<file path="src/rtl/axi_ic_pkg.sv">
// axi_ic_pkg: shared types and helpers for the interconnect arbiters
package axi_ic_pkg;
   typedef enum logic {IDLE = 1'b0, LOCK = 1'b1} state_t;
   function automatic int clog2(input int n);
      int r;
      r = 0;
      while ((1 << r) < n) r++;
      return r;
   endfunction
   // Binary index of the set bit of a one-hot vector; 0 when the vector is empty
   function automatic logic [3:0] onehot2idx(input logic [15:0] oh);
      logic [3:0] r;
      r = '0;
      for (int i = 0; i < 16; i++) r = oh[i] ? r | 4'(i) : r;
      return r;
   endfunction
endpackage

</file>
<file path="src/rtl/rr_pick.sv">
// rr_pick: combinational round-robin pick of the first request after ptr,
// wrapping around so ptr itself has the lowest priority
module rr_pick import axi_ic_pkg::*; #(
   parameter int NUM_REQ = 4,
   parameter int IDX_W   = clog2(NUM_REQ)
) (
   input  logic [NUM_REQ-1:0] i_req,
   input  logic [IDX_W-1:0]   i_ptr,
   output logic [NUM_REQ-1:0] o_onehot,
   output logic [IDX_W-1:0]   o_idx
);
   logic [2*NUM_REQ-1:0] w_dbl;
   logic [2*NUM_REQ-1:0] w_first;
   // Upper copy supplies the wrapped-around candidates below and including ptr
   assign w_dbl    = {i_req, i_req} & ({(2*NUM_REQ){1'b1}} << (int'(i_ptr) + 1));
   assign w_first  = w_dbl & (-w_dbl);
   assign o_onehot = w_first[NUM_REQ-1:0] | w_first[2*NUM_REQ-1:NUM_REQ];
   assign o_idx    = IDX_W'(onehot2idx(16'(o_onehot)));
endmodule

</file>
<file path="src/rtl/rr_arbiter_lock.sv">
// rr_arbiter_lock: round-robin arbiter that locks the grant until the owner
// completes (or drops its request), then hands over with no idle cycle
module rr_arbiter_lock import axi_ic_pkg::*; #(
   parameter int NUM_REQ     = 4,
   parameter bit REL_ON_DROP = 1'b1,
   localparam int IDX_W      = clog2(NUM_REQ)
) (
   input  logic               i_clk,
   input  logic               i_rst_n,
   input  logic [NUM_REQ-1:0] i_req,
   input  logic               i_done,
   output logic [NUM_REQ-1:0] o_gnt,
   output logic [IDX_W-1:0]   o_gnt_idx,
   output logic               o_gnt_vld
);
   state_t             r_state;
   state_t             w_state_nxt;
   logic [IDX_W-1:0]   r_last_ptr;
   logic [IDX_W-1:0]   r_gnt_idx;
   logic [IDX_W-1:0]   w_ptr;
   logic [IDX_W-1:0]   w_pick_idx;
   logic [IDX_W-1:0]   w_gnt_idx_nxt;
   logic [NUM_REQ-1:0] r_gnt;
   logic [NUM_REQ-1:0] w_pick_req;
   logic [NUM_REQ-1:0] w_pick_oh;
   logic [NUM_REQ-1:0] w_gnt_nxt;
   logic               r_gnt_vld;
   logic               w_drop;
   logic               w_rel;
   logic               w_load;

   assign w_drop     = REL_ON_DROP && r_state == LOCK && !i_req[r_gnt_idx];
   assign w_rel      = r_state == LOCK && (i_done || w_drop);
   assign w_load     = r_state == IDLE || w_rel;
   assign w_ptr      = r_state == IDLE ? r_last_ptr : r_gnt_idx;
   // A dropping owner must not win its own handover
   assign w_pick_req = w_drop ? i_req & ~r_gnt : i_req;

   rr_pick #(.NUM_REQ(NUM_REQ), .IDX_W(IDX_W)) u_pick (
      .i_req    (w_pick_req),
      .i_ptr    (w_ptr),
      .o_onehot (w_pick_oh),
      .o_idx    (w_pick_idx)
   );

   always_ff @(posedge i_clk or negedge i_rst_n) begin
      if (!i_rst_n) r_state <= IDLE;
      else          r_state <= w_state_nxt;
   end

   always_comb begin
      w_state_nxt = w_load ? (|w_pick_oh ? LOCK : IDLE) : r_state;
   end

   always_comb begin
      w_gnt_nxt     = w_load ? w_pick_oh : r_gnt;
      w_gnt_idx_nxt = w_load ? w_pick_idx : r_gnt_idx;
   end

   always_ff @(posedge i_clk or negedge i_rst_n) begin
      if (!i_rst_n) begin
         r_gnt      <= '0;
         r_gnt_idx  <= '0;
         r_gnt_vld  <= 1'b0;
         r_last_ptr <= IDX_W'(NUM_REQ - 1);
      end else begin
         r_gnt      <= w_gnt_nxt;
         r_gnt_idx  <= w_gnt_idx_nxt;
         r_gnt_vld  <= |w_gnt_nxt;
         r_last_ptr <= (w_load && |w_pick_oh) ? w_pick_idx : r_last_ptr;
      end
   end

   assign o_gnt     = r_gnt;
   assign o_gnt_idx = r_gnt_idx;
   assign o_gnt_vld = r_gnt_vld;
endmodule

</file>
<file path="config.mk">
export PLATFORM = sky130hd
export DESIGN_NAME = rr_arbiter_lock
export DESIGN_NICKNAME = d
export VERILOG_FILES = /design/src/rtl/axi_ic_pkg.sv /design/src/rtl/rr_pick.sv /design/src/rtl/rr_arbiter_lock.sv
export SDC_FILE = /design/constraint.sdc
export NUM_CORES = 1
export LEC_CHECK = 0
export CAP_MARGIN = 5
export CORE_MARGIN = 2
export CORE_UTILIZATION = 53
export DETAILED_ROUTE_END_ITERATION = 8
export PLACE_DENSITY = 0.82
export SETUP_SLACK_MARGIN = 0.5
export SLEW_MARGIN = 20
export SYNTH_ARGS = -nofsm -noshare
export SYNTH_HDL_FRONTEND = slang
export SYNTH_HIERARCHICAL = 1
export SYNTH_SLANG_ARGS = --single-unit
</file>
<file path="constraint.sdc">
create_clock -name i_clk -period 7.3 [get_ports i_clk]
set_clock_uncertainty 0.15 [all_clocks]
set_input_delay 1.095 -clock i_clk [delete_from_list [all_inputs] [get_ports i_clk]]
set_output_delay 1.095 -clock i_clk [all_outputs]
set_load 0.1 [all_outputs]
</file>
==> results of run 1 <==
-- placed cells by master (no fill, tap or decap) --
master | synthesis | layout
a211oi_1 | 2 | 2
a21boi_0 | 4 | 4
a21boi_1 | 2 | 2
a21oi_1 | 3 | 3
a22oi_1 | 1 | 1
and2b_1 | 1 | 1
clkbuf_1 | 0 | 1
clkbuf_4 | 0 | 3
clkdlybuf4s50_1 | 0 | 13
dfrtp_1 | 8 | 8
dfstp_2 | 2 | 2
inv_1 | 3 | 3
mux2_2 | 7 | 7
mux2_4 | 2 | 2
mux2i_1 | 2 | 2
mux4_2 | 1 | 1
nand2b_1 | 3 | 3
nand3b_1 | 1 | 1
nor2_1 | 5 | 5
nor2_2 | 1 | 1
nor2b_1 | 2 | 2
nor2b_2 | 1 | 1
nor4_1 | 2 | 2
o211a_1 | 1 | 1
o21ai_0 | 5 | 5
o21ai_1 | 1 | 1
o21bai_1 | 2 | 2
o221a_1 | 1 | 1
o221ai_1 | 1 | 1
o22ai_4 | 1 | 1
o2bb2ai_1 | 1 | 1
or3b_4 | 1 | 1
-- kinds of logic after synthesis --
group	share of synthesized area [%]
AOI/OAI and AO/OA	25.5
and+or+nand+nor	14.2
muxes	20.7
DFF	34.5
buffers and inverters	5.13
-- cell type report --
| cell class | count | area share, % |
|---|---|---|
| Multi-Input combinational cell | 54 | 50.1 |
| Sequential cell | 10 | 28.7 |
| Timing Repair Buffer | 13 | 14.8 |
| Clock buffer | 4 | 2.98 |
| Tap cell | 15 | 2.13 |
| Inverter | 3 | 1.28 |
-- worst max-delay path, stage by stage --
cell and delay, ns:
clkdlybuf4s50_1 0.51, mux4_2 0.24, nor2b_1 0.06, a21boi_0 0.81, a21oi_1 0.16, o211a_1 0.26
nor4_1 0.48, nor2_2 0.10, mux2_4 0.32
-- state kept, by name, summed over array words and instances (netlist names) --
signal / flops
r_last_ptr: 2
o_gnt_idx: 2
r_state: 1
o_gnt: 4
o_gnt_vld: 1
-- worst max-delay path by stage --
| stage | slack [ns] | start | to |
|---|---|---|---|
| global placement | 3.17 | i_req[2] | r_last_ptr[1] |
| finish | 3.31 | i_req[1] | r_last_ptr[0] |
| global route | 3.09 | i_req[1] | r_last_ptr[0] |
| CTS | 3.39 | i_req[0] | r_last_ptr[0] |
| floorplan | 3.96 | o_gnt_idx[0] | r_last_ptr[0] |
| detailed placement | 3.12 | i_req[0] | r_last_ptr[0] |
-- per-stage QoR --
stage | area, um^2 | std cells
after floorplan | 732 | 70
after global placement | 855 | 95
after detailed placement | 855 | 95
after CTS | 881 | 99
after global routing | 881 | 99
final | 881 | 99
-- layer usage --
layer  global-route usage [%]  wire, um
met1                     26.7       670
met2                     37.1       782
met3                     7.07       149
met4                     7.26        11
met5                        0         0
==> flow_metrics.env, run 1 <==
export IMPL_ioPinCount=14
export IMPL_min_to="o_gnt[3]"
export IMPL_grt_max_degree=14
export IMPL_ff2ff_setup_slack_ns=4.07
export IMPL_start_util_pct=56.3
export IMPL_ys_flop_type="dfrtp_1"
export IMPL_num_rows=13
export IMPL_postCtsSetupRepairBufs=0
export IMPL_hold_depth=1
export IMPL_r2r_cells=8
export IMPL_core_area_mm2=0.00130
export IMPL_synth_edf_count=0
export IMPL_multi_input_area_um2=442
export IMPL_setup_tns_ns=0
export IMPL_fmax_mhz=251
export IMPL_area_growth_pct=20.3
export IMPL_antenna_found_initial=0
export IMPL_rsz0062_at_grt="false"
export IMPL_setup_viol=0
export IMPL_drive_gt1_share_pct=22.6
export IMPL_grt_pass1_vias=518
export IMPL_fillers=104
export IMPL_drc=0
export IMPL_ant_nets=0
export IMPL_synth_top_area_cell="dfrtp_1"
export IMPL_synth_warnings=6
export IMPL_clk_latency_ns=0.27
export IMPL_avgRoutedWirePerCell_um=16.3
export IMPL_ff_latch_area_um2=253
export IMPL_yosys_cell_count_top_type="dfrtp_1"
export IMPL_ys_ff_latch=10
export IMPL_slew_headroom_pct=31.7
export IMPL_cts_buffers=3
export IMPL_tightest_slew_ns=1.02
export IMPL_yosys_top_cells_area="dfrtp_1 (27%), mux2_2 (11%), dfstp_2 (7.2%)"
export IMPL_arrival_ns=4.03
export IMPL_firstDrtPassIters=4
export IMPL_grt_pass1_wl_mm=2.39
export IMPL_layout_nets=92
export IMPL_finalCritPeriodShare_pct=54.6
export IMPL_maxCapViolCount=0
export IMPL_grt_usage_pct=22.2
export IMPL_viasPerCell=6.29
export IMPL_finalCriticalPeriod_ns=3.99
export IMPL_port_buffer_count=13
export IMPL_setup_ws_ns=3.31
export IMPL_hold_start="o_gnt[3]"
export IMPL_syn_area_um2=732
export IMPL_syn_nets=77
export IMPL_status="complete, no violations"
export IMPL_pre_cts_slack_ns=3.12
export IMPL_hold_viol_final=0
export IMPL_finalWeightedCongestion=0.826
export IMPL_synth_top_cell_area_share_pct=27.4
export IMPL_syn_inst=70
export IMPL_whs_ns=0.430
export IMPL_h_tree_depth=1
export IMPL_start_kind="input pin"
export IMPL_syn_area_per_cell_um2=10.5
export IMPL_die_w_um=41.2
export IMPL_drv_slew=0
export IMPL_dp_hpwl_mm=1.18
export IMPL_worstPathMaxFanout=10
export IMPL_path_class="in -> reg"
export IMPL_vias=623
export IMPL_overflow=0
export IMPL_worstPathRequired_ns=7.35
export IMPL_end_kind="register"
export IMPL_clock_path_buffers=2
export IMPL_cts_repair_resized=0
export IMPL_die_y_um=41.2
export IMPL_synth_top_cells_by_count="dfrtp_1 (8), mux2_2 (7), nor2_1 (5), o21ai_0 (5), a21boi_0 (4)"
export IMPL_ys_types=32
export IMPL_cts_hold_fix_buffers=0
export IMPL_post_route_util_pct=67.7
export IMPL_num_antenna_cells=0
export IMPL_ys_seq_area_share_pct=34.5
export IMPL_die_area_mm2=0.00169
export IMPL_routed_wl_mm=1.61
export IMPL_clock_sinks=10
export IMPL_r2r_end="r_last_ptr[0]"
export IMPL_drt_iter0_markers=22
export IMPL_root_buffer="clkbuf_4"
export IMPL_rr_startpoint="o_gnt_idx[0]"
export IMPL_holdCritPathClass="reg -> reg"
export IMPL_clk_pin_slew_ns=0.07
export IMPL_async_flop_share_pct=100
export IMPL_cts_tree="yes"
Power of run 1 is not shown: default switching activity piles up to over one toggle a cycle in this logic, so the estimate is an artifact.
==> inputs of run 2 (changes only) <==
--- a/config.mk
+++ b/config.mk
@@ -7,9 +7,9 @@
 export LEC_CHECK = 0
 export CAP_MARGIN = 5
 export CORE_MARGIN = 2
-export CORE_UTILIZATION = 53
+export CORE_UTILIZATION = 49
 export DETAILED_ROUTE_END_ITERATION = 8
-export PLACE_DENSITY = 0.82
+export PLACE_DENSITY = 0.77
 export SETUP_SLACK_MARGIN = 0.5
 export SLEW_MARGIN = 20
 export SYNTH_ARGS = -nofsm -noshare
==> constraint.sdc (replaced) <==
create_clock -name i_clk -period 4 [get_ports i_clk]
set_clock_uncertainty 0.15 [all_clocks]
set_input_delay 0.6 -clock i_clk [delete_from_list [all_inputs] [get_ports i_clk]]
set_output_delay 0.6 -clock i_clk [all_outputs]
set_load 0.1 [all_outputs]
==> flow_metrics.env, run 2 (synthesis results as in run 1) <==
export IMPL_worstPathRequired_ns=4.03
export IMPL_overflow=0
export IMPL_setup_viol=0
export IMPL_cts_buffers=3
export IMPL_drive_gt1_share_pct=23.5
export IMPL_num_antenna_cells=0
export IMPL_start_util_pct=54.2
export IMPL_die_area_mm2=0.00182
export IMPL_grt_usage_pct=21.3
export IMPL_postCtsSetupRepairBufs=0
export IMPL_drc=0
export IMPL_grt_pass1_vias=614
export IMPL_holdCritPathClass="reg -> reg"
export IMPL_grt_max_degree=14
export IMPL_hold_depth=1
export IMPL_die_y_um=42.7
export IMPL_firstDrtPassIters=4
export IMPL_die_w_um=42.7
export IMPL_area_growth_pct=21.4
export IMPL_num_rows=13
export IMPL_cts_tree="yes"
export IMPL_ioPinCount=14
export IMPL_avgRoutedWirePerCell_um=16.0
export IMPL_ant_nets=0
export IMPL_ff2ff_setup_slack_ns=1.11
export IMPL_viasPerCell=5.97
export IMPL_routed_wl_mm=1.60
export IMPL_tightest_slew_ns=0.966
export IMPL_worstPathMaxFanout=10
export IMPL_finalWeightedCongestion=0.807
export IMPL_drv_slew=0
export IMPL_arrival_ns=3.21
export IMPL_end_kind="register"
export IMPL_path_class="in -> reg"
export IMPL_r2r_cells=8
export IMPL_hold_viol_final=0
export IMPL_setup_tns_ns=0
export IMPL_core_area_mm2=0.00135
export IMPL_grt_pass1_wl_mm=2.89
export IMPL_cts_repair_resized=0
export IMPL_clock_sinks=10
export IMPL_vias=597
export IMPL_status="complete, no violations"
export IMPL_dp_hpwl_mm=1.22
export IMPL_port_buffer_count=13
export IMPL_largest_reg_flops=4
export IMPL_layout_nets=93
export IMPL_rsz0062_at_grt="false"
export IMPL_clk_pin_slew_ns=0.06
export IMPL_finalCritPeriodShare_pct=79.4
export IMPL_clock_path_buffers=2
export IMPL_h_tree_depth=1
export IMPL_root_buffer="clkbuf_4"
export IMPL_antenna_found_initial=0
export IMPL_final_common_cell="clkdlybuf4s50_1"
export IMPL_slew_headroom_pct=35.4
export IMPL_fmax_mhz=315
export IMPL_maxCapViolCount=0
export IMPL_clk_latency_ns=0.25
export IMPL_fillers=113
export IMPL_cts_hold_fix_buffers=0
export IMPL_final_cell_mix="clkdlybuf4s50_1 (13), dfrtp_1 (8), mux2_2 (7)"
export IMPL_start_kind="input pin"
export IMPL_finalCriticalPeriod_ns=3.18
export IMPL_drt_iter0_markers=22
## run 2: per-layer routing
layer | vias up | track usage (%) | share of wire (%)
met1 | 278 | 29.2 | 47
met4 | 0 | 9.38 | 1.8
met3 | 4 | 4.26 | 6.0
met2 | 25 | 32.4 | 45
li1 | 290 | - | -
met5 | - | 0 | 0
## run 2: final cells by class
class / count / area, um^2 / share of cell area [%]
Clock buffer: 4 / 26.3 / 2.96
Inverter: 3 / 11.3 / 1.27
Sequential cell: 10 / 253 / 28.5
Timing Repair Buffer: 14 / 138 / 15.5
Tap cell: 15 / 18.8 / 2.11
Multi-Input combinational cell: 54 / 442 / 49.7
## run 2: path summary, 6_finish.rpt
path	endpoint	startpoint
setup / recovery	r_last_ptr[0]	i_req[3]
hold / removal	o_gnt[0]	o_gnt[0]
setup reg to reg	r_last_ptr[0]	o_gnt_idx[0]
hold reg to reg	o_gnt[0]	o_gnt[0]
max in group asynchronous	r_last_ptr[1]	i_rst_n
min in group asynchronous	o_gnt_idx[0]	i_rst_n
## run 2: stage by stage
stage | cells | cell area, um^2 | utilization (%) | hold WS, ns | setup slack, ns
after floorplan | 70 | 732 | - | 0.154 | 0.662
after global placement | 96 | 862 | 63.9 | 0.408 | 0.348
after detailed placement | 96 | 862 | 63.9 | 0.421 | 0.375
after CTS | 100 | 888 | 65.8 | 0.436 | 0.637
after global routing | 100 | 888 | 65.8 | 0.481 | 0.583
final | 100 | 888 | 65.8 | 0.434 | 0.824
## run 2: critical path, stage by stage
cell and delay (ns):
clkdlybuf4s50_1 0.52, mux4_2 0.25, nor2b_1 0.07, a21boi_1 0.50
a21oi_1 0.14, o211a_1 0.25, nor4_1 0.45, nor2_2 0.10
mux2_4 0.31
Power of run 2 is left out for the same reason.
